File: src/rtl/cpu_defs.sv
// Shared CPU definitions: bus widths, arbiter state encoding and the memory
// command payload driven onto the single RAM port.
package cpu_defs;

   localparam int unsigned ADDR_W = 8;
   localparam int unsigned DATA_W = 16;

   typedef enum logic [2:0] {
      IDLE  = 3'd0,
      FETCH = 3'd1,
      FWAIT = 3'd2,
      DWAIT = 3'd3,
      STEP  = 3'd4
   } arb_state_e;

   // One cycle's worth of command for the synchronous RAM port
   typedef struct packed {
      logic [ADDR_W-1:0] addr;
      logic              we;
      logic [DATA_W-1:0] wdata;
   } mem_cmd_t;

endpackage

File: src/rtl/mem_port_arbiter.sv
// Memory port arbiter: shares one synchronous RAM port between the CPU
// (instruction fetch + optional data access per pipeline step) and a host
// loader/debug port. The host is only served while the CPU is idle.
//
// Ports:
//   clock, reset            - clock, synchronous active-high reset
//   run, cpu_halted         - start request (IDLE only), HALT seen (STEP only)
//   cpu_i_addr              - fetch address
//   cpu_d_req/we/addr/dataout - data access of the current step
//   cpu_enable              - one-cycle step strobe to the CPU
//   cpu_i_datain/d_datain   - captured instruction / load data
//   host_req/we/addr/wdata  - host access request
//   host_gnt, host_rdata    - combinational grant, captured read data
//   mem_addr/we/wdata/rdata - RAM port (read data one cycle after address)
//   step_count              - number of completed steps (wraps)
module mem_port_arbiter
   import cpu_defs::*;
(
   input  logic              clock,
   input  logic              reset,
   input  logic              run,
   input  logic              cpu_halted,
   input  logic [ADDR_W-1:0] cpu_i_addr,
   input  logic              cpu_d_req,
   input  logic              cpu_d_we,
   input  logic [ADDR_W-1:0] cpu_d_addr,
   input  logic [DATA_W-1:0] cpu_d_dataout,
   output logic              cpu_enable,
   output logic [DATA_W-1:0] cpu_i_datain,
   output logic [DATA_W-1:0] cpu_d_datain,
   input  logic              host_req,
   input  logic              host_we,
   input  logic [ADDR_W-1:0] host_addr,
   input  logic [DATA_W-1:0] host_wdata,
   output logic              host_gnt,
   output logic [DATA_W-1:0] host_rdata,
   output logic [ADDR_W-1:0] mem_addr,
   output logic              mem_we,
   output logic [DATA_W-1:0] mem_wdata,
   input  logic [DATA_W-1:0] mem_rdata,
   output logic [DATA_W-1:0] step_count
);

   arb_state_e state;
   arb_state_e state_nxt;
   mem_cmd_t   cmd;
   logic       gnt;
   logic       host_rd_pend;

   // State register
   always_ff @(posedge clock) begin
      if (reset) begin
         state <= IDLE;
      end else begin
         state <= state_nxt;
      end
   end

   // Next state and RAM port command
   always_comb begin
      state_nxt = state;
      cmd       = '0;
      gnt       = 1'b0;
      case (state)
         IDLE: begin
            // Host wins over run; run is simply re-evaluated next cycle
            if (host_req) begin
               gnt       = 1'b1;
               cmd.addr  = host_addr;
               cmd.we    = host_we;
               cmd.wdata = host_wdata;
            end else if (run) begin
               state_nxt = FETCH;
            end
         end
         FETCH: begin
            cmd.addr  = cpu_i_addr;
            state_nxt = FWAIT;
         end
         FWAIT: begin
            // Instruction returns this cycle; the data access overlaps it
            if (cpu_d_req) begin
               cmd.addr  = cpu_d_addr;
               cmd.we    = cpu_d_we;
               cmd.wdata = cpu_d_dataout;
               state_nxt = cpu_d_we ? STEP : DWAIT;
            end else begin
               state_nxt = STEP;
            end
         end
         DWAIT: state_nxt = STEP;
         STEP:  state_nxt = cpu_halted ? IDLE : FETCH;
         default: state_nxt = IDLE;
      endcase
      // A reset cycle must not let a write or a host grant through
      if (reset) begin
         cmd = '0;
         gnt = 1'b0;
      end
   end

   assign mem_addr   = cmd.addr;
   assign mem_we     = cmd.we;
   assign mem_wdata  = cmd.wdata;
   assign host_gnt   = gnt;
   assign cpu_enable = (state == STEP);

   // Read-data capture and step counter
   always_ff @(posedge clock) begin
      if (reset) begin
         cpu_i_datain <= '0;
         cpu_d_datain <= '0;
         host_rdata   <= '0;
         host_rd_pend <= 1'b0;
         step_count   <= '0;
      end else begin
         host_rd_pend <= gnt & ~host_we;
         if (host_rd_pend) begin
            host_rdata <= mem_rdata;
         end
         if (state == FWAIT) begin
            cpu_i_datain <= mem_rdata;
         end
         if (state == DWAIT) begin
            cpu_d_datain <= mem_rdata;
         end
         if (state == STEP) begin
            step_count <= step_count + DATA_W'(1);
         end
      end
   end

endmodule

File: config.mk
export PLATFORM = sky130hd
export DESIGN_NAME = mem_port_arbiter
export DESIGN_NICKNAME = d
export VERILOG_FILES = /design/src/rtl/cpu_defs.sv /design/src/rtl/mem_port_arbiter.sv
export SDC_FILE = /design/constraint.sdc
export NUM_CORES = 1
export LEC_CHECK = 0
export BUFFER_PORTS_ARGS = -buffer_cell sky130_fd_sc_hd__buf_2
export CORE_MARGIN = 1.5
export CORE_UTILIZATION = 35
export DETAILED_ROUTE_END_ITERATION = 7
export GPL_TIMING_DRIVEN = 0
export PLACE_DENSITY = 0.74
export SLEW_MARGIN = 10
export SYNTH_ARGS = -nofsm -noshare
export SYNTH_HDL_FRONTEND = slang
export SYNTH_SLANG_ARGS = --single-unit
File: constraint.sdc
create_clock -name clock -period 2.1 [get_ports clock]
set_input_delay 0.105 -clock clock [delete_from_list [all_inputs] [get_ports clock]]
set_output_delay 0.105 -clock clock [all_outputs]
set_load 0.03 [all_outputs]
Word-level counts from Yosys, hierarchy flattened
Index checks and enable logic that the tools add are counted.
{"block": "op_classes", "eq_ne": 6, "n_addsub": 1, "bitwise": 2, "n_mux": 14, "n_reduce_logical": 2}
{"cell": "25-bit 2-to-1 mux", "n": 3}
{"cell": "17-bit case mux with 2 select lines", "n": 1}
{"cell": "8-bit case mux with 3 select lines", "n": 1}
{"cell": "16-bit by 1-bit adder with 16-bit output, second input constant", "n": 1}
{"cell": "3-bit case mux with 5 select lines", "n": 1}
{"cell": "3-bit 2-to-1 mux", "n": 4}
{"cell": "3-bit by 2-bit equality test with 1-bit output, second input constant", "n": 2}
{"cell": "1-bit 2-to-1 mux", "n": 4}
{"cell": "2-bit inequality test, second input constant", "n": 2}
{"cell": "3-bit by 1-bit equality test with 1-bit output, second input constant", "n": 1}
{"cell": "3-bit equality test, second input constant", "n": 1}
{"cell": "3-bit zero test", "n": 1}
{"cell": "2-bit AND reduction", "n": 1}
{"cell": "1-bit bitwise AND", "n": 1}
{"cell": "1-bit inverter", "n": 1}
{"block": "word_totals", "word_cells": 31, "reg_bits": 68}

Logic depth before layout (Yosys ltp)
Gate-level depths: netlist (run 1).
{"block": "depth", "ltp_word": 4, "mapped_depth": 7, "ltp_nobuf": 5}

Worst setup path before layout (run 1)
No wires, ideal clock.
{"block": "synth_timing", "path_kind": "reg2out", "start": "register state[2]", "end": "output port mem_wdata[10]", "stages_incl_launch_ff": 6, "required_time_ns": 1.995, "path_slack_ns": 0.214, "arrival_time_ns": 1.781, "path_buffers": 2, "path_cell_list": "dfxtp_1 -> buf_2 -> nor4_2 -> buf_2 -> a22oi_1 -> nor2_1"}
{"block": "synth_between", "elab_chain_len": 3, "word_cells_on_any_way": 4, "classes_between": "eq/ne: 1; mux: 2; reduce/logical: 1"}
{"item": "from (decl)", "line": "mem_port_arbiter.sv:44", "source": "arb_state_e state;"}
{"item": "from (signal assigned)", "line": "mem_port_arbiter.sv:55", "source": "state <= state_nxt;"}
{"item": "3-bit by 2-bit equality test with 1-bit output / 3-bit zero test (equally long branches)", "line": "mem_port_arbiter.sv:64", "source": "case (state)"}
{"item": "17-bit case mux with 2 select lines *", "line": "mem_port_arbiter.sv:64"}
{"item": "25-bit 2-to-1 mux *", "line": "mem_port_arbiter.sv:96", "source": "if (reset) begin"}
{"item": "to (decl)", "line": "mem_port_arbiter.sv:39", "source": "output logic [DATA_W-1:0] mem_wdata,"}
Every way passes the cells marked *; elsewhere a longest branch is shown, timed or not.

Final worst setup path (run 1)
{"block": "layout_timing", "start": "register state[2]", "end": "output port mem_addr[1]"}
{"block": "layout_between", "elab_chain_len": 3, "word_cells_on_any_way": 5, "classes_between": "eq/ne: 2; mux: 2; reduce/logical: 1"}
{"item": "3-bit by 2-bit equality test with 1-bit output (tied with other cells)", "line": "mem_port_arbiter.sv:64"}
{"item": "8-bit case mux with 3 select lines *", "line": "mem_port_arbiter.sv:64"}
{"item": "25-bit 2-to-1 mux *", "line": "mem_port_arbiter.sv:96"}
{"item": "to (decl)", "line": "mem_port_arbiter.sv:37", "source": "output logic [ADDR_W-1:0] mem_addr,"}
Marked as above.

==> results of run 1 <==
[tightest hold or removal path, cell delays in order]
cell     delay, ns
buf_2         0.11
nand2_1       0.05
a21oi_1       0.05
[per-layer routing]
metal | GRT usage | up-vias
met4 | 0.0674 | 0
met3 | 0.0577 | 14
li1 | - | 1647
met5 | 0 | -
met2 | 0.335 | 141
met1 | 0.257 | 1528
[worst paths after layout]
kind,endpoint,startpoint,slack [ns]
setup reg to reg,step_count[15],state[1],0.25
hold / removal,cpu_i_datain[8],mem_rdata[8],0.02
setup / recovery,mem_addr[1],state[2],0.11
hold reg to reg,cpu_d_datain[13],cpu_d_datain[13],0.46
[state kept, by name, indices dropped and copies added (netlist names)]
| register | cells |
|---|---|
| state | 3 |
| host_rdata | 16 |
| cpu_d_datain | 16 |
| step_count | 16 |
| cpu_i_datain | 16 |
| host_rd_pend | 1 |
[repair_timing]
item | 4_1_cts | 5_1_grt
pin swaps | 2 | 2
gates resized for setup | 12 | 13
cloned | 0 | 0
setup buffers | 2 | 3
endpoints found under the hold margin | 1 | 0
setup endpoints to repair | 26 | 19
hold buffers | 1 | 0
[cell usage after synthesis, drive strengths merged, types with 3 or more instances]
cell type / instances / share of area
nand2: 72 / 0.092
and3: 3 / 0.0062
nor2: 59 / 0.073
a22o: 8 / 0.023
dfxtp: 68 / 0.45
nor2b: 3 / 0.0062
a22oi: 26 / 0.064
buf: 14 / 0.026
inv: 3 / 0.0037
nand4: 4 / 0.010
nand3: 5 / 0.0083
xnor2: 3 / 0.0087
mux2i: 17 / 0.056
or3: 5 / 0.010
a21oi: 40 / 0.066
o21ai: 5 / 0.0083
clkbuf: 14 / 0.017
xor2: 6 / 0.017
[kinds of logic (layout without fill, tap and decap cells)]
family,Yosys count,in the layout,synth area share
multiplexers,17,17,0.0562
AO/OA/AOI/OAI,82,82,0.170
buffers and inverters,31,222,0.0475
flip-flops,68,68,0.449
adder cells (fa/ha/maj),1,1,0.00413
XOR/XNOR,9,9,0.0260
AND/OR/NAND/NOR,164,164,0.247
[cell type report]
class                      count  area [µm²]
fill                         832        3970
clock buffer                   9         124
tap                          105         131
buffer                        27         163
inverter                       3        11.3
clock inverter                 7        73.8
sequential                    68        1360
multi-input combinational    273        1540
timing repair buffer         176         921
[power groups by stage]
stage / Sequential (mW) / Clock, mW / Combinational (mW)
detailed placement: 1.35 / 0 / 0.448
global route: 1.33 / 1.17 / 0.510
global placement: 1.35 / 0 / 0.441
floorplan: 1.39 / 0 / 0.234
CTS: 1.32 / 1.10 / 0.464
finish: 1.32 / 1.07 / 0.473
[cell usage in the layout, fill, tap and decap left out, types with 3 or more instances in the layout]
cell / n
mux2i_1: 17
clkbuf_1: 13
a21oi_1: 40
xor2_1: 6
nor2_1: 59
inv_1: 3
or3_1: 4
buf_6: 5
clkbuf_4: 4
nor2b_1: 3
xnor2_1: 3
a22o_1: 8
clkbuf_8: 9
a22oi_1: 26
nand2_1: 71
buf_2: 165
buf_4: 12
o21ai_0: 5
nand3_1: 5
dfxtp_1: 67
nand4_1: 3
and3_1: 3
==> run_results.csv, run 1 <==
group,metric,value,unit
critical_path,required,2.00,ns
global_routing,overflow,0,
global_routing,grt_pass1_wl,14400,µm
yosys,synth_edf_count,0,
placement,placed_area,4010,µm²
timing,whs,0.0219,ns
critical_path,path_class,"flop to output pin",
timing,finalCriticalPeriod,1.99,ns
critical_path,r2r_cells,6,
drt,routedWlPerCell,14.2,µm
critical_path,crit_path_end_kind,"output pin",
die,core-area,8300,µm²
drt,top_layer,"met4",
global_routing,antenna_found_initial,0,
drt,drc,0,
global_routing,grt_pass1_vias,2995,
clock_network,clockBufferDepth,2,
pwr,p_leak,2.03,nW
min_path,hold_class,"primary input to flop",
drt,wl_met2,4480,µm
yosys,synth_cell_type_count,36,
drt,first_pass_iters,5,
pwr,combPwrFrac,0.165,
critical_path,critPathMaxStageDelay,0.34,ns
min_path,hold_depth,3,
timing,hold_viol,0,
critical_path,timing.critical_path.mode_cell,"buf_6",
die,start_util,0.365,
placement,hpwl,7230,µm
critical_path,crit_family,"buffers and inverters",
placement,gp_congestion,0.821,
clock_network,cts_max_level,3,
timing,setup_violations,0,
pwr,p_int,2.05,mW
critical_path,path_max_fanout,10,
critical_path,cp_data_arrival_time,1.89,ns
critical_path,critPathLaunchType,"flop",
placement,post-place-cells,647,
clock_network,path_clk_slew,0.08,ns
timing,fin_setup_tns,0,ns
finish,post_route_cells_drive_above_1_share,0.378,
outcome,status,"finished clean",
timing,drv_slew,0,
drt,dr_total_vias,3330,
die,rows,33,
yosys,synthCells,372,
timing,relSlewSlack,0.603,
clock_network,tritoncts,"built",
drt,postRouteAntennaNets,0,
die,die_area,9230,µm²
finish,final_util,0.521,
timing,skew,0.00645,ns
global_routing,grt_max_degree,14,
clock_network,insertion_delay,0.34,ns
critical_path,critical_path_buf_inv_count,4,
finish,nets,639,
clock_network,numCtsBuffers,9,
pwr,seqPwrFrac,0.461,
yosys,yosysWarnings,0,
placement,pre_cts_slack,0.00164,ns
timing,rsz0062_at_grt,"true",
yosys,synthArstFlopShare,0,
die,die_h,96.1,µm
finish,instances_no_fill,668,
yosys,synth-main-ff-cell,"dfxtp_1",
timing,fmax,502,MHz
pwr,switching_share,0.285,
drt,wl_met1,4200,µm
critical_path,path_cells,"buf_6 -> nor3b_4 -> and2_4 -> buf_6 -> buf_6 -> a22oi_1 -> nor2_1 -> buf_2",
pwr,p_clk_frac,0.374,
flow_run,max_cap_violations,0,
yosys,ys_seq_elements,68,
pwr,pwr_density_cell,663,nW/µm²
yosys,syn_nets,453,
drt,wl_met3,709,µm
finish,area_growth,42.8,%
die,die_w,96.1,µm
drt,drt_iter0_markers,110,
yosys,synth.avg_cell_area,8.15,µm²
pwr,ir_drop,0.373,mV
clock_network,cts-root-buf,"clkbuf_8",
pwr,finalPower,2.87,mW
drt,routed_wirelength,9510,µm
placement,io_buffers,170,
critical_path,worstSetupPathDepth,8,
timing,setup_slack,0.107,ns
finish,final_area,4330,µm²
yosys,syn_area,3030,µm²
yosys,yosysSeqAreaShare,0.449,
drt,via_per_inst,4.99,
pwr,p_sw,0.818,mW
clock_network,cts_sinks,68,
timing,period_share,0.949,
timing,tightest_slew,0.594,ns
global_routing,track_usage,0.204,
finish,antennaDiodeCount,0,
die,num_io_pins,171,
critical_path,slowest_stage,"dfxtp_2",
No activity file was read; power rests on OpenSTA's default activity.
==> inputs of run 2 (changes only) <==
PLACE_DENSITY = 0.76   (was 0.74)
clock period = 1.75 ns   (was 2.1 ns; I/O delays follow)
==> run 2 against run 1 <==
Compared with the run above:
- the flow now finishes with violations (negative setup slack)
- register-to-register slack worse by 0.18 ns
- non-clock buffer count is 24 higher
- clock skew is 0.0020 ns higher
- via count is 4.4% higher
- setup slack worse by 0.22 ns
- cell area is 13% higher
==> run_results.csv, run 2 (same netlist as run 1, synthesis figures left out) <==
group,metric,value,unit
outcome,status,"finished with violations",
outcome,failed_checks,"negative setup slack",
pwr,switching_share,0.264,
clock_network,cts-root-buf,"clkbuf_8",
critical_path,critPathLaunch,"state[2]",
finish,final_util,0.589,
die,die_w,96.1,µm
drt,postRouteAntennaNets,0,
critical_path,critPathMaxStageDelay,0.33,ns
timing,whs,0.0180,ns
drt,routedWlPerCell,15.2,µm
global_routing,overflow,0,
critical_path,path_class,"flop to output pin",
min_path,hp-start,"mem_rdata[15]",
placement,hpwl,7520,µm
timing,fmax,536,MHz
pwr,p_leak,2.22,nW
critical_path,crit_path_end_kind,"output pin",
critical_path,slowest_stage,"dfxtp_2",
pwr,p_clk_frac,0.413,
pwr,seqPwrFrac,0.409,
timing,setup_violations,26,
placement,gp_congestion,0.756,
timing,rsz0062_at_grt,"true",
clock_network,cts_sinks,68,
pwr,finalPower,3.88,mW
die,core-area,8300,µm²
global_routing,grt_pass1_wl,15700,µm
clock_network,insertion_delay,0.34,ns
critical_path,cp_data_arrival_time,1.78,ns
critical_path,path_cells,"buf_8 -> nor3b_4 -> and2_4 -> buf_6 -> a22oi_2 -> nor2_2 -> buf_6",
min_path,hold_class,"primary input to flop",
timing,tightest_slew,0.529,ns
drt,routed_wirelength,10500,µm
placement,io_buffers,170,
pwr,pwr_density_cell,794,nW/µm²
finish,post_route_cells_drive_above_1_share,0.470,
drt,first_pass_iters,4,
finish,final_common_cell,"buf_2",
critical_path,required,1.66,ns
die,rows,33,
critical_path,path_max_fanout,8,
drt,dr_total_vias,3477,
timing,setup_slack,-0.117,ns
clock_network,clockBufferDepth,2,
clock_network,tritoncts,"built",
critical_path,r2r_start,"state[0]",
finish,area_growth,61.3,%
global_routing,track_usage,0.226,
global_routing,antenna_found_initial,0,
finish,final_cell_mix,"buf_2 (148), nand2_1 (71), dfxtp_1 (62)",
pwr,combPwrFrac,0.178,
drt,drc,0,
timing,skew,0.00841,ns
die,num_io_pins,171,
global_routing,grt_max_degree,13,
die,start_util,0.365,
finish,nets,663,
finish,antennaDiodeCount,0,
drt,drt_iter0_markers,170,
clock_network,path_clk_slew,0.08,ns
global_routing,grt_pass1_vias,3309,
die,die_area,9230,µm²
pwr,ir_drop,0.545,mV
finish,n_fill_cell,761,
timing,hold_viol,0,
finish,seq_area,1370,µm²
drt,via_per_inst,5.02,
timing,relSlewSlack,0.647,
pwr,p_sw,1.02,mW
timing,fin_setup_tns,-1.79,ns
clock_network,cts_max_level,3,
pwr,p_int,2.86,mW
critical_path,timing.critical_path.mode_cell,"buf_6",
die,die_h,96.1,µm
clock_network,numCtsBuffers,9,
timing,finalCriticalPeriod,1.87,ns
flow_run,max_cap_violations,0,
critical_path,critPathLaunchType,"flop",
finish,multi_input_area,1700,µm²
timing,period_share,1.07,
timing,drv_slew,0,
run 2: layout make-up:
type | instances | area share
plain buffers | 24 | 0.0330
flip-flops and latches | 68 | 0.280
clock buffers | 10 | 0.0282
well taps | 105 | 0.0269
inverters | 3 | 0.00230
multi-input cells | 273 | 0.347
repair buffers | 203 | 0.260
clock inverters | 6 | 0.0228
run 2: critical path: cells and delay by family (launching register included):
kind / cells / cell delay, ns
DFF: 1 / 0.33
and+or+nand+nor: 3 / 0.61
AOI/OAI and AO/OA: 1 / 0.07
buffers and inverters: 3 / 0.43
run 2: path summary, 6_finish.rpt:
path,endpoint,slack (ns),depth (start not counted)
hold reg to reg,cpu_i_datain[3],0.45,2
hold / removal,cpu_i_datain[15],0.02,3
setup / recovery,mem_wdata[9],-0.12,7
setup reg to reg,step_count[9],0.07,6
run 2: per-stage QoR:
stage | setup WS [ns] | cell area (µm²) | instances
finish | -0.117 | 4890 | 692
global route | -0.186 | 4890 | 692
CTS | -0.132 | 4780 | 687
detailed placement | -0.403 | 4070 | 647
global placement | -0.360 | 4070 | 647
floorplan | 0.000701 | 3090 | 372
run 2: repair_timing:
item,4_1_cts,5_1_grt
endpoints found under the hold margin,23,0
cloned,2,0
buffers inserted,10,8
hold buffers,13,0
resized for setup,74,20
setup endpoints to repair,47,51
pin swaps,16,20
run 2: per-layer routing:
metal / up-vias / track usage / wire length, µm / part of all wire
li1: 1695 / - / - / -
met1: 1592 / 0.250 / 4050 / 0.39
met2: 164 / 0.399 / 5170 / 0.49
met3: 26 / 0.0498 / 888 / 0.084
met4: 0 / 0.123 / 404 / 0.038
met5: - / 0 / 0 / 0
run 2: power by group through the flow:
stage / Sequential, mW / Combinational (mW) / Clock (mW)
after floorplan: 1.67 / 0.300 / 0
after global placement: 1.62 / 0.555 / 0
after detailed placement: 1.62 / 0.563 / 0
after CTS: 1.59 / 0.676 / 1.63
after global routing: 1.59 / 0.742 / 1.70
final: 1.59 / 0.689 / 1.60
